--- config.mk ---
export PLATFORM = sky130hd
export DESIGN_NAME = seq_multiplier
export DESIGN_NICKNAME = d
export VERILOG_FILES = /design/src/rtl/seq_multiplier.sv
export SDC_FILE = /design/constraint.sdc
export NUM_CORES = 1
export LEC_CHECK = 0
export CAP_MARGIN = 20
export CORE_MARGIN = 5
export CORE_UTILIZATION = 59
export CTS_CLUSTER_SIZE = 24
export DETAILED_ROUTE_END_ITERATION = 10
export PLACE_DENSITY = 0.85
export SLEW_MARGIN = 15
export SYNTH_ARGS = -nofsm -noshare
export SYNTH_HDL_FRONTEND = slang
export SYNTH_SLANG_ARGS = --single-unit
--- constraint.sdc ---
create_clock -name Clk -period 5.4 [get_ports Clk]
set_input_delay 0.54 -clock Clk [delete_from_list [all_inputs] [get_ports Clk]]
set_output_delay 0.54 -clock Clk [all_outputs]
set_load 0.02 [all_outputs]
--- src/rtl/seq_multiplier.sv ---
// Iterative shift-add multiplier for MUL / UMULH / SMULH.
// Retires one multiplier bit per cycle. Result is the selected half of the 2*WIDTH product.
module seq_multiplier #(
  parameter int WIDTH = 64
) (
  input  logic             Clk,
  input  logic             Reset,
  input  logic             Start,
  input  logic [1:0]       Op,
  input  logic [WIDTH-1:0] BusA,
  input  logic [WIDTH-1:0] BusB,
  output logic             Ready,
  output logic             Busy,
  output logic             Done,
  output logic [WIDTH-1:0] Result
);

  localparam int CW = (WIDTH > 1) ? $clog2(WIDTH) : 1;

  typedef enum logic [1:0] {
    S_IDLE = 2'd0,
    S_CALC = 2'd1,
    S_DONE = 2'd2
  } state_t;

  state_t               r_state;
  state_t               w_state_next;
  logic [CW-1:0]        r_count;
  logic [1:0]           r_op;
  logic                 r_neg;
  logic [WIDTH-1:0]     r_a;
  logic [2*WIDTH-1:0]   r_acc;
  logic [WIDTH-1:0]     r_result;

  logic                 w_accept;
  logic                 w_last;
  logic [WIDTH:0]       w_sum;
  logic [2*WIDTH-1:0]   w_acc_next;

  // Magnitude of a two's-complement operand; the most negative value maps to 2^(WIDTH-1).
  function automatic logic [WIDTH-1:0] f_abs(input logic signed [WIDTH-1:0] v);
    logic [WIDTH-1:0] u;
    u = v;
    return u[WIDTH-1] ? (~u + 1'b1) : u;
  endfunction

  function automatic logic [2*WIDTH-1:0] f_apply_sign(input logic [2*WIDTH-1:0] p,
                                                      input logic neg);
    return neg ? (~p + 1'b1) : p;
  endfunction

  function automatic logic [WIDTH-1:0] f_select(input logic [1:0] op,
                                                input logic [2*WIDTH-1:0] p);
    return (op == 2'b01 || op == 2'b10) ? p[2*WIDTH-1:WIDTH] : p[WIDTH-1:0];
  endfunction

  assign Ready    = (r_state == S_IDLE) || (r_state == S_DONE);
  assign Busy     = (r_state == S_CALC);
  assign Done     = (r_state == S_DONE);
  assign Result   = r_result;
  assign w_accept = Start & Ready;
  assign w_last   = (r_count == CW'(WIDTH - 1));

  // Add the multiplicand into the upper half when the current multiplier bit is set,
  // then shift the whole accumulator right, keeping the carry out of the add.
  assign w_sum      = {1'b0, r_acc[2*WIDTH-1:WIDTH]} + (r_acc[0] ? {1'b0, r_a} : '0);
  assign w_acc_next = {w_sum, r_acc[WIDTH-1:1]};

  always_ff @(posedge Clk) begin
    if (Reset) r_state <= S_IDLE;
    else       r_state <= w_state_next;
  end

  always_comb begin
    w_state_next = r_state;
    case (r_state)
      S_IDLE:  if (Start) w_state_next = S_CALC;
      S_CALC:  if (w_last) w_state_next = S_DONE;
      S_DONE:  w_state_next = Start ? S_CALC : S_IDLE;
      default: w_state_next = S_IDLE;
    endcase
  end

  always_ff @(posedge Clk) begin
    if (Reset) begin
      r_count  <= '0;
      r_acc    <= '0;
      r_a      <= '0;
      r_op     <= 2'b00;
      r_neg    <= 1'b0;
      r_result <= '0;
    end else if (w_accept) begin
      r_op    <= Op;
      r_count <= '0;
      if (Op == 2'b10) begin
        r_a   <= f_abs(BusA);
        r_acc <= {{WIDTH{1'b0}}, f_abs(BusB)};
        r_neg <= BusA[WIDTH-1] ^ BusB[WIDTH-1];
      end else begin
        r_a   <= BusA;
        r_acc <= {{WIDTH{1'b0}}, BusB};
        r_neg <= 1'b0;
      end
    end else if (r_state == S_CALC) begin
      r_acc   <= w_acc_next;
      r_count <= r_count + 1'b1;
      if (w_last) r_result <= f_select(r_op, f_apply_sign(w_acc_next, r_neg));
    end
  end

endmodule

==> results of run 1 <==
[cells in the mapped netlist (21+ instances only)]
library cell / n / area [sq um]
and3_1: 28 / 175.2
xor2_1: 119 / 1042
nand3_1: 65 / 325.3
clkbuf_1: 187 / 701.9
a21oi_1: 296 / 1481
and2_1: 92 / 575.6
nand4_1: 40 / 250.2
nor2_1: 259 / 972.2
xnor2_1: 82 / 718.2
nor3_1: 77 / 385.4
a22oi_1: 64 / 480.5
or4_1: 33 / 247.7
nor4_1: 41 / 256.5
o21ai_0: 180 / 900.9
a211oi_1: 84 / 630.6
dfxtp_1: 267 / 5345
a21o_1: 22 / 165.2
nand2_1: 358 / 1344
a22o_1: 48 / 420.4
or3_1: 54 / 337.8
o31ai_1: 59 / 442.9
a31oi_1: 24 / 150.1
o211ai_1: 37 / 277.8
ha_1: 68 / 850.8
o41ai_1: 21 / 183.9
inv_1: 29 / 108.9
[kinds of logic (layout without fill, tap and decap cells)]
| logic type | count (synthesis) | in the layout | share of synthesized area, % |
|---|---|---|---|
| adder cells (fa/ha/maj) | 69 | 69 | 4.060 |
| AO/OA/AOI/OAI | 994 | 994 | 30.32 |
| multiplexers | 24 | 24 | 1.213 |
| AND/OR/NAND/NOR | 1163 | 1163 | 27.17 |
| XOR/XNOR | 201 | 201 | 8.206 |
| flip-flops | 267 | 267 | 24.92 |
| buffers and inverters | 233 | 409 | 4.112 |
[path summary, 6_finish.rpt]
path,to,depth (start not counted),startpoint
worst max-delay path,Result[51],19,r_acc[0]
worst max register to register,Result[51],19,r_acc[0]
worst min-delay path,r_acc[63],2,Reset
worst min register to register,Result[44],2,Result[44]
[area by class of cell]
| type | count | area share, % |
|---|---|---|
| clock buffer | 38 | 3.323 |
| clock inverter | 19 | 0.7210 |
| inverter | 30 | 0.4444 |
| multi-input combinational | 2451 | 60.52 |
| sequential | 267 | 21.10 |
| tap | 461 | 2.277 |
| timing repair buffer | 322 | 11.61 |
[power by group]
part           leakage (nW)  switching, mW  internal, mW  total, mW
clock network         0.493          0.939          1.21       2.15
registers              2.18          0.110          2.06       2.17
logic                  6.60          0.647         0.408       1.06
[sequential cells by signal, indices dropped and copies added (netlist names)]
name / cells
r_a: 64
r_acc: 128
r_neg: 1
r_op: 2
r_count: 6
r_state: 2
Result: 64
[what timing repair did]
item,CTS,global route
endpoints found under the setup margin,0,11
resized for setup,0,12
setup buffers,0,0
[per-stage QoR]
stage / std cells / utilization, % / setup slack, ns / hold slack (ns) / instance area (sq um)
2_1_floorplan: 2951 / - / 0.5923 / 0.4273 / 21450
3_3_place_gp: 3531 / 67.88 / 0.1883 / 0.4368 / 24260
3_5_place_dp: 3531 / 67.88 / 0.1529 / 0.4392 / 24260
4_1_cts: 3588 / 70.75 / 0.1383 / 0.2456 / 25290
5_1_grt: 3588 / 70.89 / 0.004273 / 0.2665 / 25340
6_report: 3588 / 70.89 / 0.3045 / 0.2758 / 25340
[metal layers]
metal | global-route usage, % | routed length, um | part of all wire, %
met1 | 53.81 | 33990 | 42
met4 | 10.52 | 2348 | 2.9
met2 | 55.64 | 33720 | 42
met5 | 0 | 0 | 0
met3 | 7.141 | 10020 | 13
==> flow_summary_export.csv, run 1 <==
group,metric,value,unit
status,status,"finished, final reports clean",
timing,max_freq,0.1963,GHz
route,postRouteAntennaNets,0,
global_routing,antenna_found_initial,0,
worst_setup_path,critPathKind,"reg2reg",
pwr,leakagePower,9.269,nW
synthesis,netlist_area,0.02145,sq mm
route,wl_per_cell,22.32,um
timing,setup_viol,0,
synthesis,synthFlopType,"dfxtp_1",
timing,finalSetupTns,0,ns
worst_setup_path,worstPathCellList,"buf_4 -> and2_1 -> ha_1 -> a21oi_1 -> o21ai_0 -> a22oi_1 -> buf_4 -> nand4_1 -> a21o_1 -> a222oi_1 -> buf_4 -> o211ai_1 -> buf_4 -> nor4_1 -> buf_4 -> and2_0 -> nor3b_1 -> o21ai_0 -> a22o_1",
synthesis,ys_ff_latch,267,
global_routing,grt_overflow,0,
synthesis,syn_area_per_cell,7.269,sq um
worst_setup_path,critPathBufInv,5,
place,post-dp-hpwl,60720,um
timing,min_period,5.096,ns
final_layout,final_common_cell,"nand2_1",
worst_setup_path,required,5.90,ns
route,vias,24600,
synthesis,synth_edf_count,0,
route,drc_errors,0,
cts,clkTransAtPathRegs,0.07,ns
worst_setup_path,crit_family,"compound AO/OA/AOI/OAI gates",
timing,relSlewSlack,21.44,%
final_layout,multi_input_area,0.01533,sq mm
global_routing,grt_max_degree,126,
final_layout,area_delta_synth_final,18.11,%
synthesis,synth_cell_types,98,
pwr,power,5.369,mW
route,drt_iter0_drc,3327,
pwr,peakVddDrop,0.2292,mV
timing,final.period_utilization,94.36,%
timing,rsz0062_at_grt,"false",
global_routing,grt_pass1_wl,123500,um
final_layout,mostFrequentLayoutCells,"nand2_1 (358), a21oi_1 (296), dfxtp_1 (266)",
worst_hold_path,holdCritPathClass,"in2reg",
final_layout,seq_area,0.005346,sq mm
worst_setup_path,endpoint_kind,"register",
route,dr.pass1.iters,6,
cts,htree_levels,1,
synthesis,syn_nets,3153,
synthesis,seq_area_frac_synth,24.92,%
cts,numCtsBuffers,31,
cts,cts.sinks,267,
cts,cts-root-buf,"clkbuf_16",
final_layout,diodes,0,
final_layout,drive_gt1_share,8.315,%
cts,cts_hold_buffers,0,
flow_run,drv_cap,0,
place,routabilityCongestion,1.038,
timing,finClkSkew,0.02047,ns
worst_setup_path,cp_common_cell,"buf_4",
final_layout,nets,3305,
timing,finalHoldViolCount,0,
route,via_per_inst,6.855,
synthesis,async_reset_ff_share,0,%
worst_setup_path,cp_slowest_cell,"a222oi_1",
floorplanning,rows,69,
floorplanning,ioPinCount,200,
worst_setup_path,cp_max_fo,22,
worst_setup_path,ff2ff_setup_slack,0.30,ns
global_routing,grt_pass1_vias,22300,
timing,finalMaxSlewViolations,0,
synthesis,yosysWarnings,0,
floorplanning,die_w,200.7,um
worst_setup_path,start_kind,"register",
synthesis,syn_inst,2951,
cts,cts.path.max_buffers,3,
global_routing,grt_usage,36.92,%
worst_setup_path,slowest_delay,0.47,ns
floorplanning,die_height,200.7,um
worst_setup_path,crit_arrival,5.60,ns
floorplanning,initial_core_util,60.02,%
floorplanning,die-area,0.04027,sq mm
cts,cts_tree,"done",
pwr,p_per_area,211.9,mW/mm^2
final_layout,n_fill_cell,2982,
place,io_buffer_count,199,
floorplanning,design.core.area,0.03574,sq mm
cts,clk_latency,0.61,ns
route,wl,80070,um
timing,worstMarginPinSlew,1.176,ns
Power figures use the tool's default switching activity.
==> run 2, diff against run 1 <==
Settings changed: CORE_UTILIZATION 59 to 30, PLACE_DENSITY 0.85 to 0.5.
==> run 2 against run 1 <==
Global-route usage is 15 points lower. Clock skew is 0.015 ns higher. Non-clock buffer count is 126 higher. Largest power group is now clock. Maximum frequency is 0.61% lower. Worst hold slack better by 0.076 ns. Register-to-register slack worse by 0.03 ns. Final area is 6.8% higher. Cell count is 17% higher. Power is 7.0% higher. Via count is 3.4% lower.
==> flow_summary_export.csv, run 2 (synthesis results as in run 1) <==
group,metric,value,unit
timing,setup_viol,0,
worst_setup_path,r2r_cells,21,
route,drc_errors,0,
timing,finClkSkew,0.03509,ns
cts,htree_levels,2,
cts,cts.path.max_buffers,3,
worst_setup_path,slowest_delay,0.57,ns
final_layout,mostFrequentLayoutCells,"nand2_1 (357), a21oi_1 (296), dfxtp_1 (266)",
worst_setup_path,endpoint_kind,"register",
place,io_buffer_count,199,
route,drt_iter0_drc,2130,
worst_setup_path,worstPathCellList,"and2_1 -> ha_1 -> inv_1 -> fa_1 -> nand2b_1 -> buf_4 -> a21oi_1 -> o31ai_4 -> a2111oi_0 -> buf_4 -> a211oi_1 -> xnor2_1 -> or4_1 -> buf_4 -> or3_1 -> buf_4 -> nor4_1 -> buf_4 -> mux2i_1 -> o21ai_0 -> nand2_1",
route,vias,23770,
timing,worstMarginPinSlew,1.070,ns
cts,clk_latency,0.57,ns
worst_hold_path,holdCritPathClass,"in2reg",
final_layout,diodes,0,
timing,finalHoldViolCount,0,
final_layout,largest_register_ffs,128,
floorplanning,initial_core_util,30.11,%
pwr,p_per_area,212.3,mW/mm^2
floorplanning,rows,98,
cts,cts_hold_buffers,0,
worst_hold_path,min_path_cells,2,
global_routing,grt_pass1_vias,22640,
floorplanning,die-area,0.07695,sq mm
timing,finalMaxSlewViolations,0,
worst_setup_path,cp_max_fo,4,
floorplanning,die_height,277.4,um
final_layout,drive_gt1_share,11.73,%
timing,finalSetupTns,0,ns
worst_setup_path,cp_common_cell,"buf_4",
final_layout,area_delta_synth_final,26.17,%
worst_setup_path,cp_slowest_cell,"or4_1",
worst_setup_path,required,5.92,ns
cts,cts_tree,"done",
final_layout,nets,3434,
final_layout,final_common_cell,"nand2_1",
global_routing,antenna_found_initial,3,
cts,numCtsBuffers,34,
cts,cts-root-buf,"clkbuf_16",
place,pre_cts_ws,0.2801,ns
pwr,leakagePower,9.972,nW
global_routing,grt_pass1_wl,137200,um
route,wl,90370,um
cts,cts.sinks,267,
cts,clkTransAtPathRegs,0.07,ns
timing,final.period_utilization,94.94,%
flow_run,drv_cap,0,
route,via_per_inst,5.652,
worst_setup_path,start_kind,"register",
timing,min_period,5.127,ns
route,wl_per_cell,21.49,um
floorplanning,ioPinCount,200,
timing,max_freq,0.1950,GHz
pwr,peakVddDrop,0.1724,mV
worst_setup_path,crit_arrival,5.65,ns
floorplanning,die_w,277.4,um
place,post-dp-hpwl,69590,um
global_routing,grt_max_degree,153,
status,status,"finished, final reports clean",
floorplanning,design.core.area,0.07124,sq mm
timing,relSlewSlack,28.50,%
worst_setup_path,critPathKind,"reg2reg",
route,postRouteAntennaNets,0,
route,dr.pass1.iters,5,
global_routing,grt_overflow,0,
place,routabilityCongestion,0.9122,
timing,setup_slack,0.2731,ns
timing,rsz0062_at_grt,"false",
global_routing,grt_usage,22.22,%
final_layout,largest_register,"r_acc",
## run 2: cell count changes in the layout (fill, tap and decap cells not counted), sizes merged
cell,change
clkbuf,+1
inv,+2
buf,+126
bufinv,+2
clkinv,-2
## run 2: routing by layer
metal  part of all wire (%)  track usage (%)  vias to the layer above
met3                    5.3            2.575                      103
met4                    3.0            6.193                        0
met2                     41            32.85                      738
met1                     50            33.89                    11380
li1                       -                -                    11550
met5                      0                0                        -
## run 2: repair_timing
item                                   in CTS  in global routing
setup buffers                               0                  0
resized for setup                           0                  4
endpoints found under the hold margin       0                  0
setup endpoints to repair                   0                 10
## run 2: layout make-up
class / count / area, sq um
fillers: 7429 / 44180
multi-input cells: 2451 / 15290
flip-flops and latches: 267 / 5349
repair buffers: 448 / 3940
well taps: 950 / 1189
clock buffers: 39 / 930.9
clock inverters: 21 / 250.2
inverters: 30 / 112.6
## run 2: per-stage QoR
stage	hold slack [ns]	power, mW	cell area, sq um	utilization (%)	cells
detailed placement	0.4402	3.294	25840	36.27	4144
global placement	0.4350	3.283	25840	36.27	4144
global route	0.3639	5.996	27060	37.99	4206
CTS	0.3169	5.800	27020	37.93	4204
finish	0.3516	5.746	27060	37.99	4206
floorplan	0.4273	2.832	21450	-	2951
## run 2: worst paths after layout
check | from | end | slack, ns
worst max register to register | r_acc[0] | Result[60] | 0.27
worst min-delay path | Reset | r_state[0] | 0.35
worst min register to register | Result[35] | Result[35] | 0.44
worst max-delay path | r_acc[0] | Result[60] | 0.27
## run 2: worst max-delay path: cells and delay by family, from the launching register on
| family | cells | cell delay [ns] |
|---|---|---|
| muxes | 1 | 0.16 |
| buffers and inverters | 6 | 0.93 |
| xor gates and xnor gates | 1 | 0.19 |
| AOI/OAI and AO/OA | 5 | 1.10 |
| adders and majority gates | 2 | 0.56 |
| DFF | 1 | 0.39 |
| and+or+nand+nor | 6 | 1.76 |
## run 2: where the power goes
group	switching [mW]	internal, mW	total (mW)
Sequential	0.109	2.06	2.16
Combinational	0.662	0.447	1.11
Clock	1.03	1.44	2.47
Total	1.80	3.95	5.75
==> run 3, diff against run 2 <==
Settings changed: ABC_AREA set to 0.
==> results of run 3 <==
Final layout, timing and power as in run 2 (identical DEF).
